[src/rtl/aes_pkg.sv]
// Shared definitions for the iterative AES round controller.
//   - Round counts for the three AES key sizes.
//   - Encoding of the round-kind field driven to the shared round datapath.
//   - Controller FSM state encoding.
//   - Mode encodings (encrypt / decrypt).
package aes_pkg;

    localparam int NR_128 = 10;
    localparam int NR_192 = 12;
    localparam int NR_256 = 14;

    // Round kind presented to the datapath alongside rnd_idx.
    typedef enum logic [1:0] {
        RK_INIT  = 2'b00,   // AddRoundKey only
        RK_FULL  = 2'b01,   // full round
        RK_FINAL = 2'b10    // last round, no (Inv)MixColumns
    } rnd_kind_t;

    typedef enum logic [2:0] {
        ST_IDLE  = 3'd0,
        ST_INIT  = 3'd1,
        ST_ROUND = 3'd2,
        ST_FINAL = 3'd3,
        ST_OUT   = 3'd4
    } ctrl_state_t;

    localparam logic MODE_ENC = 1'b0;
    localparam logic MODE_DEC = 1'b1;

endpackage

[src/rtl/aes_round_counter.sv]
// Round counter for the AES round controller.
// Holds the round number r (0..NR), flags the last full round and turns r
// into a round-key index that walks upward for encryption and downward for
// decryption.
// Ports:
//   clk, rst_n - clock, asynchronous active-low reset
//   clear      - restart at r=0 (block accepted)
//   advance    - step r by one (saturates at NR)
//   mode       - latched mode, selects index direction
//   idx_en     - when low, idx is forced to 0 (controller idle / output)
//   last       - r == NR-1, i.e. the current full round is the last one
//   idx        - round-key index for the datapath
module aes_round_counter
    import aes_pkg::*;
#(
    parameter int NR = NR_128
) (
    input  logic       clk,
    input  logic       rst_n,
    input  logic       clear,
    input  logic       advance,
    input  logic       mode,
    input  logic       idx_en,
    output logic       last,
    output logic [3:0] idx
);

    localparam logic [3:0] NR_W = 4'(NR);

    logic [3:0] r_reg;

    always_ff @(posedge clk or negedge rst_n) begin
        if (!rst_n) begin
            r_reg <= 4'd0;
        end else if (clear) begin
            r_reg <= 4'd0;
        end else if (advance && (r_reg != NR_W)) begin
            r_reg <= r_reg + 4'd1;
        end
    end

    assign last = (r_reg == (NR_W - 4'd1));

    // Decryption consumes the expanded key from the top down.
    always_comb begin
        idx = 4'd0;
        if (idx_en) begin
            idx = (mode == MODE_DEC) ? (NR_W - r_reg) : r_reg;
        end
    end

endmodule

[src/rtl/aes_round_controller.sv]
// Iterative AES block sequencer. Accepts one block over in_valid/in_ready,
// steps a single shared combinational round datapath through the initial
// AddRoundKey, NR-1 full rounds and the final round, then offers the result
// over out_valid/out_ready.
// Ports:
//   clk, rst_n           - clock, asynchronous active-low reset
//   in_valid/in_ready    - input handshake; in_mode (0 enc, 1 dec), in_block
//   rnd_state            - current state register to the round datapath
//   rnd_idx              - round-key index
//   rnd_kind             - 00 initial ARK, 01 full round, 10 final round
//   rnd_inv              - latched mode, selects inverse transforms
//   rnd_result           - combinational datapath result for current rnd_*
//   out_valid/out_ready  - output handshake; out_block holds the result
//   busy                 - a block is in flight
module aes_round_controller
    import aes_pkg::*;
#(
    parameter int NR      = NR_128,   // 10, 12 or 14
    parameter int BLOCK_W = 128
) (
    input  logic               clk,
    input  logic               rst_n,
    input  logic               in_valid,
    output logic               in_ready,
    input  logic               in_mode,
    input  logic [BLOCK_W-1:0] in_block,
    output logic [BLOCK_W-1:0] rnd_state,
    output logic [3:0]         rnd_idx,
    output logic [1:0]         rnd_kind,
    output logic               rnd_inv,
    input  logic [BLOCK_W-1:0] rnd_result,
    output logic               out_valid,
    input  logic               out_ready,
    output logic [BLOCK_W-1:0] out_block,
    output logic               busy
);

    ctrl_state_t        state_reg, state_next;
    logic [BLOCK_W-1:0] block_reg, block_next;
    logic               mode_reg, mode_next;
    // Holds in_ready low while reset is asserted and until the first
    // clock edge after release.
    logic               ready_en_reg;

    rnd_kind_t          kind;
    logic               accept;
    logic               cnt_advance;
    logic               cnt_idx_en;
    logic               cnt_last;

    assign in_ready  = ready_en_reg && (state_reg == ST_IDLE);
    assign accept    = in_valid && in_ready;
    assign busy      = (state_reg != ST_IDLE);
    assign out_valid = (state_reg == ST_OUT);
    assign out_block = out_valid ? block_reg : '0;
    assign rnd_state = block_reg;
    assign rnd_inv   = mode_reg;
    assign rnd_kind  = kind;

    aes_round_counter #(
        .NR(NR)
    ) u_round_counter (
        .clk     (clk),
        .rst_n   (rst_n),
        .clear   (accept),
        .advance (cnt_advance),
        .mode    (mode_reg),
        .idx_en  (cnt_idx_en),
        .last    (cnt_last),
        .idx     (rnd_idx)
    );

    always_ff @(posedge clk or negedge rst_n) begin
        if (!rst_n) begin
            state_reg    <= ST_IDLE;
            block_reg    <= '0;
            mode_reg     <= MODE_ENC;
            ready_en_reg <= 1'b0;
        end else begin
            state_reg    <= state_next;
            block_reg    <= block_next;
            mode_reg     <= mode_next;
            ready_en_reg <= 1'b1;
        end
    end

    always_comb begin
        state_next  = state_reg;
        block_next  = block_reg;
        mode_next   = mode_reg;
        kind        = RK_INIT;
        cnt_advance = 1'b0;
        cnt_idx_en  = 1'b0;

        case (state_reg)
            ST_IDLE: begin
                if (accept) begin
                    block_next = in_block;
                    mode_next  = in_mode;
                    state_next = ST_INIT;
                end
            end
            ST_INIT: begin
                kind        = RK_INIT;
                cnt_idx_en  = 1'b1;
                cnt_advance = 1'b1;
                block_next  = rnd_result;
                state_next  = ST_ROUND;
            end
            ST_ROUND: begin
                kind        = RK_FULL;
                cnt_idx_en  = 1'b1;
                cnt_advance = 1'b1;
                block_next  = rnd_result;
                if (cnt_last) begin
                    state_next = ST_FINAL;
                end
            end
            ST_FINAL: begin
                kind       = RK_FINAL;
                cnt_idx_en = 1'b1;
                block_next = rnd_result;
                state_next = ST_OUT;
            end
            ST_OUT: begin
                // A new in_valid here is not seen until the IDLE cycle.
                if (out_ready) begin
                    state_next = ST_IDLE;
                end
            end
            default: begin
                state_next = ST_IDLE;
            end
        endcase
    end

endmodule

[config.mk]
export PLATFORM = sky130hd
export DESIGN_NAME = aes_round_controller
export DESIGN_NICKNAME = d
export VERILOG_FILES = /design/src/rtl/aes_pkg.sv /design/src/rtl/aes_round_counter.sv /design/src/rtl/aes_round_controller.sv
export SDC_FILE = /design/constraint.sdc
export NUM_CORES = 1
export LEC_CHECK = 0
export BUFFER_PORTS_ARGS = -buffer_cell sky130_fd_sc_hd__buf_2
export CORE_AREA = 5 5 204 206
export DETAILED_ROUTE_END_ITERATION = 7
export DIE_AREA = 0 0 209 211
export PLACE_DENSITY = 0.5
export SYNTH_ARGS = -nofsm -noshare
export SYNTH_HDL_FRONTEND = slang
export SYNTH_SLANG_ARGS = --single-unit
[constraint.sdc]
create_clock -name clk -period 2.05 [get_ports clk]
set_input_delay 0.41 -clock clk [delete_from_list [all_inputs] [get_ports clk]]
set_output_delay 0.41 -clock clk [all_outputs]
set_load 0.05 [all_outputs]
=== Yosys cells after proc, flatten, opt, wreduce, memory -nomap -nowiden ===
Index checks and enable logic that the tools add are counted.
Widths: inputs -> output; s select.

* Register bits: 137
* Input port bits: 261
* Output and inout bits: 266
* Word-level logic and storage cells: 42

* Add/sub/neg operators: 2
* Eq/ne operators: 9
* Mux-type cells: 14
* Reductions and logical operators: 12

{| class="wikitable"
|+ Operator list
! kind !! number
|-
| $mux 128 || 2
|-
| $pmux 128 s2 || 1
|-
| $mux 4 || 4
|-
| $pmux 3 s5 || 1
|-
| $mux 3 || 3
|-
| $eq 3x2->1 const B || 2
|-
| $add 4x1->4 const B || 1
|-
| $eq 4x4->1 const B || 1
|-
| $ne 2x2->1 const B || 2
|-
| $ne 4x4->1 const B || 1
|-
| $pmux 2 s2 || 1
|-
| $reduce_and 2->1 || 2
|-
| $reduce_bool 2->1 || 2
|-
| $sub 4x4->4 const A || 1
|-
| $eq 3x1->1 const B || 1
|-
| $eq 3x3->1 const B || 1
|-
| $logic_and 1x1->1 || 3
|-
| $logic_not 3->1 || 1
|-
| $reduce_and 3->1 || 1
|-
| $reduce_bool 3->1 || 1
|-
| $reduce_or 3->1 || 1
|-
| $mux 1 || 2
|-
| $ne 2x1->1 const B || 1
|-
| $reduce_or 2->1 || 1
|}

=== Logic depth before layout (Yosys ltp) ===
Gate-level depths: netlist of the first run.

* Depth after elaboration: 6
* Gate-level depth with buffers: 6
* Depth with buffers taken out: 5

=== Hierarchy ===
A second synthesis of the first run with hierarchy kept.

* Cell total of the unflattened synthesis: 663
* Area total of the unflattened synthesis: 7220.7 um^2

{| class="wikitable"
|+ By module, submodules not included
! module !! instances !! cells an instance !! area each (um^2) !! sequential area each (um^2)
|-
| aes_round_controller || 1 || 626 || 6906.6 || 3328.2
|-
| aes_round_counter || 1 || 37 || 314.1 || 100.1
|}

=== Worst setup path before layout of the first run ===
No wires, ideal clock.

* Kind: register to output
* Start point: register state_reg[1]
* End point: output port in_ready
* Arrival: 1958 ps
* Required time: 1640 ps
* Setup slack: -318 ps
* Cell stages (with the launch flop): 5
* Path buffers: 2
* Cell sequence: dfrtp_1 > buf_4 > or3_1 > clkbuf_1 > nor2_1

* Cells in the longest elaborated chain, start to end: 2

{| class="wikitable"
|+ Ends and longest elaborated chain
! item !! line !! RTL
|-
| start: declaration || aes_round_controller.sv:38 || <nowiki>ctrl_state_t state_reg, state_next;</nowiki>
|-
| start signal: assignment || aes_round_controller.sv:80 || <nowiki>state_reg <= state_next;</nowiki>
|-
| $logic_not 3->1 || aes_round_controller.sv:51 || <nowiki>assign in_ready = ready_en_reg && (state_reg == ST_IDLE);</nowiki>
|-
| $logic_and 1x1->1 || aes_round_controller.sv:51 ||
|-
| end: declaration || aes_round_controller.sv:24 || <nowiki>output logic in_ready,</nowiki>
|}

Every way passes these cells.

=== Worst setup path after layout of the first run ===
* Start point: register state_reg[1]
* End point: output port out_block[97]

* Cells in the longest elaborated chain, start to end: 2

{| class="wikitable"
|+ Ends and longest elaborated chain
! item !! line !! RTL
|-
| $eq 3x3->1 || aes_round_controller.sv:54 || <nowiki>assign out_valid = (state_reg == ST_OUT);</nowiki>
|-
| $mux 128 || aes_round_controller.sv:55 || <nowiki>assign out_block = out_valid ? block_reg : '0;</nowiki>
|-
| end: declaration || aes_round_controller.sv:34 || <nowiki>output logic [BLOCK_W-1:0] out_block,</nowiki>
|}

Every way passes these cells.

==> results.yml, run 1 <==
synthesis:
  ys_warn_count: 0
  synth-seq-cells: 137
  synth_top_area_share_pct: 44.1
  synth.area.top_cells: "dfrtp_1 44%, mux2_2 26%, mux2_1 11%, and3_1 10%, clkbuf_1 1.4%"
  yosys.area.top_type: "dfrtp_1"
  synth-compound-area-share_pct: 1.16
  synthDistinctLibCells: 31
  synth_mux_area_share_pct: 37.6
  yosysSeqAreaShare_pct: 44.1
  synthSimpleGateAreaFrac_pct: 11.9
  synth-xor-area-share_pct: 0.226
  syn_nets: 896
  synthAdderAreaFrac_pct: 0.483
  syn_area_per_cell_um2: 12.3
  synthCells: 632
  synthesis.area_um2: 7770
  synth_top_family_by_area: "multiplexers"
power_and_ir_drop:
  p_int_w: 0.0137
  pwr-share-comb_pct: 69.8
  power.switching_w: 0.0139
  p_sw_share_pct: 50.4
  p_clk_share_pct: 10.5
  powerDensity_nw_per_um2: 1900
  p_leak_nw: 6.88
  seqPwrFrac_pct: 19.7
  vdd_ir_drop_max_v: 0.000937
timing:
  hold_violations: 0
  clock.fmax_mhz: 442
  rsz0062_at_grt: "true"
  fin_worst_skew_ns: 0.0118
  fin_crit_sh_pct: 110
  worst_pin_slew_ns: 0.558
  setup_viol: 132
  maxSlewViolCount: 0
  final.min_clock_period_ns: 2.26
  tns_ns: -21.05
  fin_ws_ns: -0.214
  slew-limit-headroom_pct: 62.5
run_status:
  violations: "negative setup slack"
  status: "finished with violations"
min_path:
  hp-class: "in2reg"
  hp-start: "out_ready"
route:
  routed_wl_mm: 38.4
  m1WireLength_mm: 15.6
  drc_errors: 0
  firstDrtPassIters: 4
  drt_iter0_markers: 257
  routedWlPerCell_um: 21.9
  top_layer: "met5"
  met3_length_mm: 2.62
  viasPerCell: 4.43
  routed-wl-met2_mm: 19.2
  vias: 7745
  ant_nets: 0
run:
  drv_cap: 0
die:
  dieArea_um2: 44100
  io_pins: 527
  rows: 73
  core_um2: 39500
  die_y_um: 211
  initial_core_util_pct: 19.7
  die_w_um: 209
worst_setup_path:
  worstSetupStartpoint: "state_reg[1]"
  cp-start-kind: "flop"
  path_class: "reg2out"
  worstPathMaxFanout: 15
  cp.arrival_ns: 1.85
  worstPathRequired_ns: 1.64
  end_kind: "output pin"
  reg2reg_from: "state_reg[0]"
final_layout:
  final_common_cell: "buf_2"
  synthToLayoutAreaGrowth_pct: 87.2
  largest_register_ffs: 128
  mostFrequentLayoutCells: "388 x buf_2, 180 x mux2_2, 134 x dfrtp_1"
  design_area_um2: 14500
  fin_util_pct: 36.8
  finalNonFillerCells: 1749
  drive_gt1_share_pct: 76.7
  final_nets: 1473
grt:
  grt_pass1_vias: 8438
  grt_max_degree: 60
  grt.total_usage_pct: 15.8
  grt_pass1_wl_mm: 52.6
  antenna_found_initial: 3
  grt_overflow: 0
clock_tree:
  numCtsBuffers: 17
  worstSkewPairLatency_ns: 0.43
  cts_sinks: 137
  clockBufferDepth: 2
  cts_tree: "built"
  clockRootBuffer: "clkbuf_16"
  h-tree-depth: 4
  clk_pin_slew_ns: 0.06
placed_design:
  dpl.cell_count: 1658
  place_area_um2: 11200
  pre_cts_ws_ns: 0.116
  gp_congestion: 0.868
  hpwlAfterDp_mm: 22.5
  io_buffers: 526
-- stage by stage --
step / power, W / hold WS (ns)
after floorplan: 0.0163 / 0.114
after global placement: 0.0204 / 0.369
after detailed placement: 0.0206 / 0.372
after CTS: 0.0268 / 0.151
after global routing: 0.0290 / 0.157
final: 0.0277 / 0.186
-- routing by layer --
metal / up-vias / GRT usage (%)
met3: 45 / 5.35
met1: 3844 / 18.8
met5: - / 0
met4: 2 / 7.13
li1: 3474 / -
met2: 380 / 25.9
-- synth_stat cells --
| library cell | instances |
|---|---|
| mux2_2 | 180 |
| dfrtp_1 | 137 |
| and3_1 | 128 |
| mux2_1 | 77 |
| clkbuf_1 | 30 |
| buf_2 | 19 |
| buf_6 | 9 |
| nor2_1 | 7 |
| inv_1 | 5 |
| o21ai_0 | 5 |
| nand2_1 | 4 |
| a21oi_1 | 3 |
| ha_1 | 3 |
| mux2i_1 | 3 |
| nor3b_1 | 3 |
| buf_4 | 2 |
| or3_1 | 2 |
| xnor2_1 | 2 |
| a311oi_1 | 1 |
| and2_1 | 1 |
| conb_1 | 1 |
| nand2b_1 | 1 |
| nand3_1 | 1 |
| nand4b_1 | 1 |
| nor2_2 | 1 |
| nor2b_1 | 1 |
| o21bai_4 | 1 |
| o22ai_1 | 1 |
| o2bb2ai_1 | 1 |
| o31ai_1 | 1 |
| or4_1 | 1 |
-- kinds of logic (layout without fill, tap and decap cells) --
logic type      count (synthesis)  count (layout)
mux                           260             260
simple gates                  151             151
flops                         137             137
buf+inv                        65             655
compound gates                 13              13
fa+ha+maj                       3               3
xor+xnor                        2               2
other cells                     1               3
-- final cells by class --
cell class              instances  area (um^2)
diodes                          2         5.00
repair buffers                618         5300
well taps                     525          657
fillers                      3881        24900
multi-input cells             430         4570
flip-flops and latches        137         3430
clock inverters                12          101
clock buffers                  20          447
inverters                       5         23.8
-- critical path, cell delays in order, from the launching register on --
cell	delay [ns]
dfrtp_2	0.44
nor2_4	0.19
buf_8	0.16
buf_12	0.16
buf_4	0.13
and3_1	0.16
buf_6	0.16
-- final timing paths --
| path | end | slack (ns) | cells after the start |
|---|---|---|---|
| max | out_block[97] | -0.21 | 6 |
| min | state_reg[2] | 0.19 | 2 |
| max reg2reg | rnd_state[65] | 0.02 | 7 |
| min reg2reg | rnd_state[51] | 0.52 | 1 |
| max in group asynchronous | rnd_state[32] | 0.94 | 3 |
| min in group asynchronous | rnd_state[100] | 0.48 | 2 |
-- power by group through the flow --
stage / clock network [W] / registers [W] / logic, W
5_1_grt: 0.00318 / 0.00564 / 0.0202
4_1_cts: 0.00306 / 0.00540 / 0.0183
6_report: 0.00292 / 0.00544 / 0.0193
3_3_place_gp: 0 / 0.00537 / 0.0151
3_5_place_dp: 0 / 0.00538 / 0.0152
2_1_floorplan: 0 / 0.00963 / 0.00666
-- timing repair --
item,CTS,global route
gates cloned,16,9
hold buffers,1,0
setup buffers,28,7
resized for setup,389,126
pin swaps,11,29
setup endpoints to repair,137,250
endpoints found under the hold margin,34,0
Note: power is estimated with default switching activity, not from simulation.
==> inputs of run 2 (changes only) <==
--- a/config.mk
+++ b/config.mk
@@ -10,6 +10,7 @@
 export DETAILED_ROUTE_END_ITERATION = 7
 export DIE_AREA = 0 0 209 211
 export PLACE_DENSITY = 0.5
+export REMOVE_ABC_BUFFERS = 1
 export SYNTH_ARGS = -nofsm -noshare
 export SYNTH_HDL_FRONTEND = slang
 export SYNTH_SLANG_ARGS = --single-unit
==> run 2 against run 1 <==
  * The flow still finishes with violations (negative setup slack)
  * Final cell count decreased by 1.4%
  * Die area unchanged
  * Clock power fell by 4%
  * Routed wire length fell by 16%
  * Global-route usage down 2.8 points
  * Total power decreased by 9.0%
  * Largest power group unchanged
==> results.yml, run 2 (synthesis results as in run 1) <==
timing:
  worst_pin_slew_ns: 0.623
  holdWs_ns: 0.183
  fin_ws_ns: -0.114
  clock.fmax_mhz: 462
  maxSlewViolCount: 0
  hold_violations: 0
  final.min_clock_period_ns: 2.16
  fin_crit_sh_pct: 106
  setup_viol: 134
  rsz0062_at_grt: "true"
  fin_worst_skew_ns: 0.00850
  slew-limit-headroom_pct: 58.2
power_and_ir_drop:
  p_leak_nw: 6.66
  power.switching_w: 0.0128
  p_clk_share_pct: 11.1
  p_sw_share_pct: 50.8
  vdd_ir_drop_max_v: 0.00103
  p_int_w: 0.0124
  seqPwrFrac_pct: 21.6
  pwr-share-comb_pct: 67.3
  powerDensity_nw_per_um2: 1900
clock_tree:
  clockBufferDepth: 2
  cts_tree: "built"
  clockRootBuffer: "clkbuf_16"
  clk_pin_slew_ns: 0.06
  numCtsBuffers: 17
  h-tree-depth: 4
  cts_sinks: 137
  worstSkewPairLatency_ns: 0.43
final_layout:
  largest_register_ffs: 128
  final_nets: 1453
  fin_util_pct: 33.6
  final_common_cell: "buf_2"
  mostFrequentLayoutCells: "389 x buf_2, 180 x mux2_2, 132 x dfrtp_1"
  finalNonFillerCells: 1724
  synthToLayoutAreaGrowth_pct: 70.9
  diodes: 0
  design_area_um2: 13300
  drive_gt1_share_pct: 70.0
placed_design:
  gp_congestion: 0.878
  hpwlAfterDp_mm: 22.0
  dpl.cell_count: 1666
  io_buffers: 526
  pre_cts_ws_ns: 0.146
  place_area_um2: 11200
worst_setup_path:
  crit_chain: "nor2_4 > buf_6 > buf_16 > and3_1 > buf_6"
  cp-start-kind: "flop"
  cp_top_family: "buffers and inverters"
  cp_num_buf_inv: 3
  end_kind: "output pin"
  worstPathMaxFanout: 17
  crit_path_max_incr_delay_ns: 0.43
  worstPathRequired_ns: 1.64
  path_class: "reg2out"
  cp_common_cell: "buf_6"
  slowest_stage: "dfrtp_2"
  cp.arrival_ns: 1.75
die:
  io_pins: 527
  core_um2: 39500
  rows: 73
  initial_core_util_pct: 19.7
  die_w_um: 209
  die_y_um: 211
  dieArea_um2: 44100
min_path:
  hp-class: "in2reg"
route:
  vias: 7416
  ant_nets: 0
  drt_iter0_markers: 201
  routedWlPerCell_um: 18.7
  drc_errors: 0
  firstDrtPassIters: 4
  routed_wl_mm: 32.2
  viasPerCell: 4.30
grt:
  grt_max_degree: 137
  grt.total_usage_pct: 12.9
  grt_overflow: 0
  antenna_found_initial: 3
  grt_pass1_vias: 8137
  grt_pass1_wl_mm: 45.5
run:
  drv_cap: 0
run_status:
  violations: "negative setup slack"
  status: "finished with violations"
-- run 2: cell types whose count changed in the layout (fill, tap and decap cells not counted), sizes merged --
| cell | before | now |
|---|---|---|
| buf | 611 | 592 |
| bufinv | 1 | 0 |
| clkbuf | 26 | 27 |
| clkinv | 8 | 4 |
| clkinvlp | 2 | 3 |
| diode | 2 | 0 |
| inv | 6 | 5 |
-- run 2: final cells by class --
cell class / instances / area (um^2)
tap: 525 / 657
inverter: 5 / 18.8
clock buffer: 22 / 484
sequential: 137 / 3440
clock inverter: 7 / 46.3
fill: 3989 / 26200
timing repair buffer: 598 / 4460
multi-input combinational: 430 / 4170
-- run 2: worst register-to-register path, stage by stage, from the launching register on --
cell and delay (ns):
dfrtp_4 0.56, o21bai_4 0.22, buf_6 0.13, buf_12 0.12, buf_16 0.15, buf_4 0.15
mux2_1 0.30, mux2_2 0.26
-- run 2: per-layer routing --
layer,vias to the layer above,global-route usage (%),share of wire (%)
met4,0,4.93,3.5
met3,52,4.31,7.6
li1,3404,-,-
met5,-,0,0
met2,378,23.2,51
met1,3582,14.2,38
-- run 2: power groups by stage --
stage | Combinational, W | Clock (W) | Sequential, W
global route | 0.0178 | 0.00307 | 0.00564
global placement | 0.0149 | 0 | 0.00546
finish | 0.0169 | 0.00280 | 0.00543
detailed placement | 0.0150 | 0 | 0.00545
CTS | 0.0161 | 0.00295 | 0.00543
floorplan | 0.00528 | 0 | 0.00967
-- run 2: final timing paths --
path / to / cells after the start / start / slack [ns]
max reg2reg: rnd_state[14] / 7 / state_reg[2] / 0.03
max: out_block[122] / 5 / state_reg[1] / -0.11
min in group asynchronous: rnd_state[107] / 2 / rst_n / 0.48
min reg2reg: rnd_state[31] / 1 / rnd_state[31] / 0.52
min: state_reg[2] / 2 / out_ready / 0.18
max in group asynchronous: rnd_state[56] / 3 / rst_n / 0.96
-- run 2: timing repair --
action                     in CTS  in global routing
gates resized for setup       273                 63
setup endpoints to repair     137                214
hold endpoints to repair       36                  0
hold buffers                    1                  0
buffers inserted               10                  7
pin swaps                       6                  5
gates cloned                    3                  8
-- run 2: stage by stage --
| step | total power, W | setup TNS [ns] |
|---|---|---|
| 6_report | 0.0252 | -8.85 |
| 2_1_floorplan | 0.0150 | -991.37 |
| 3_3_place_gp | 0.0204 | 0 |
| 5_1_grt | 0.0265 | -20.76 |
| 3_5_place_dp | 0.0205 | 0 |
| 4_1_cts | 0.0245 | -14.26 |
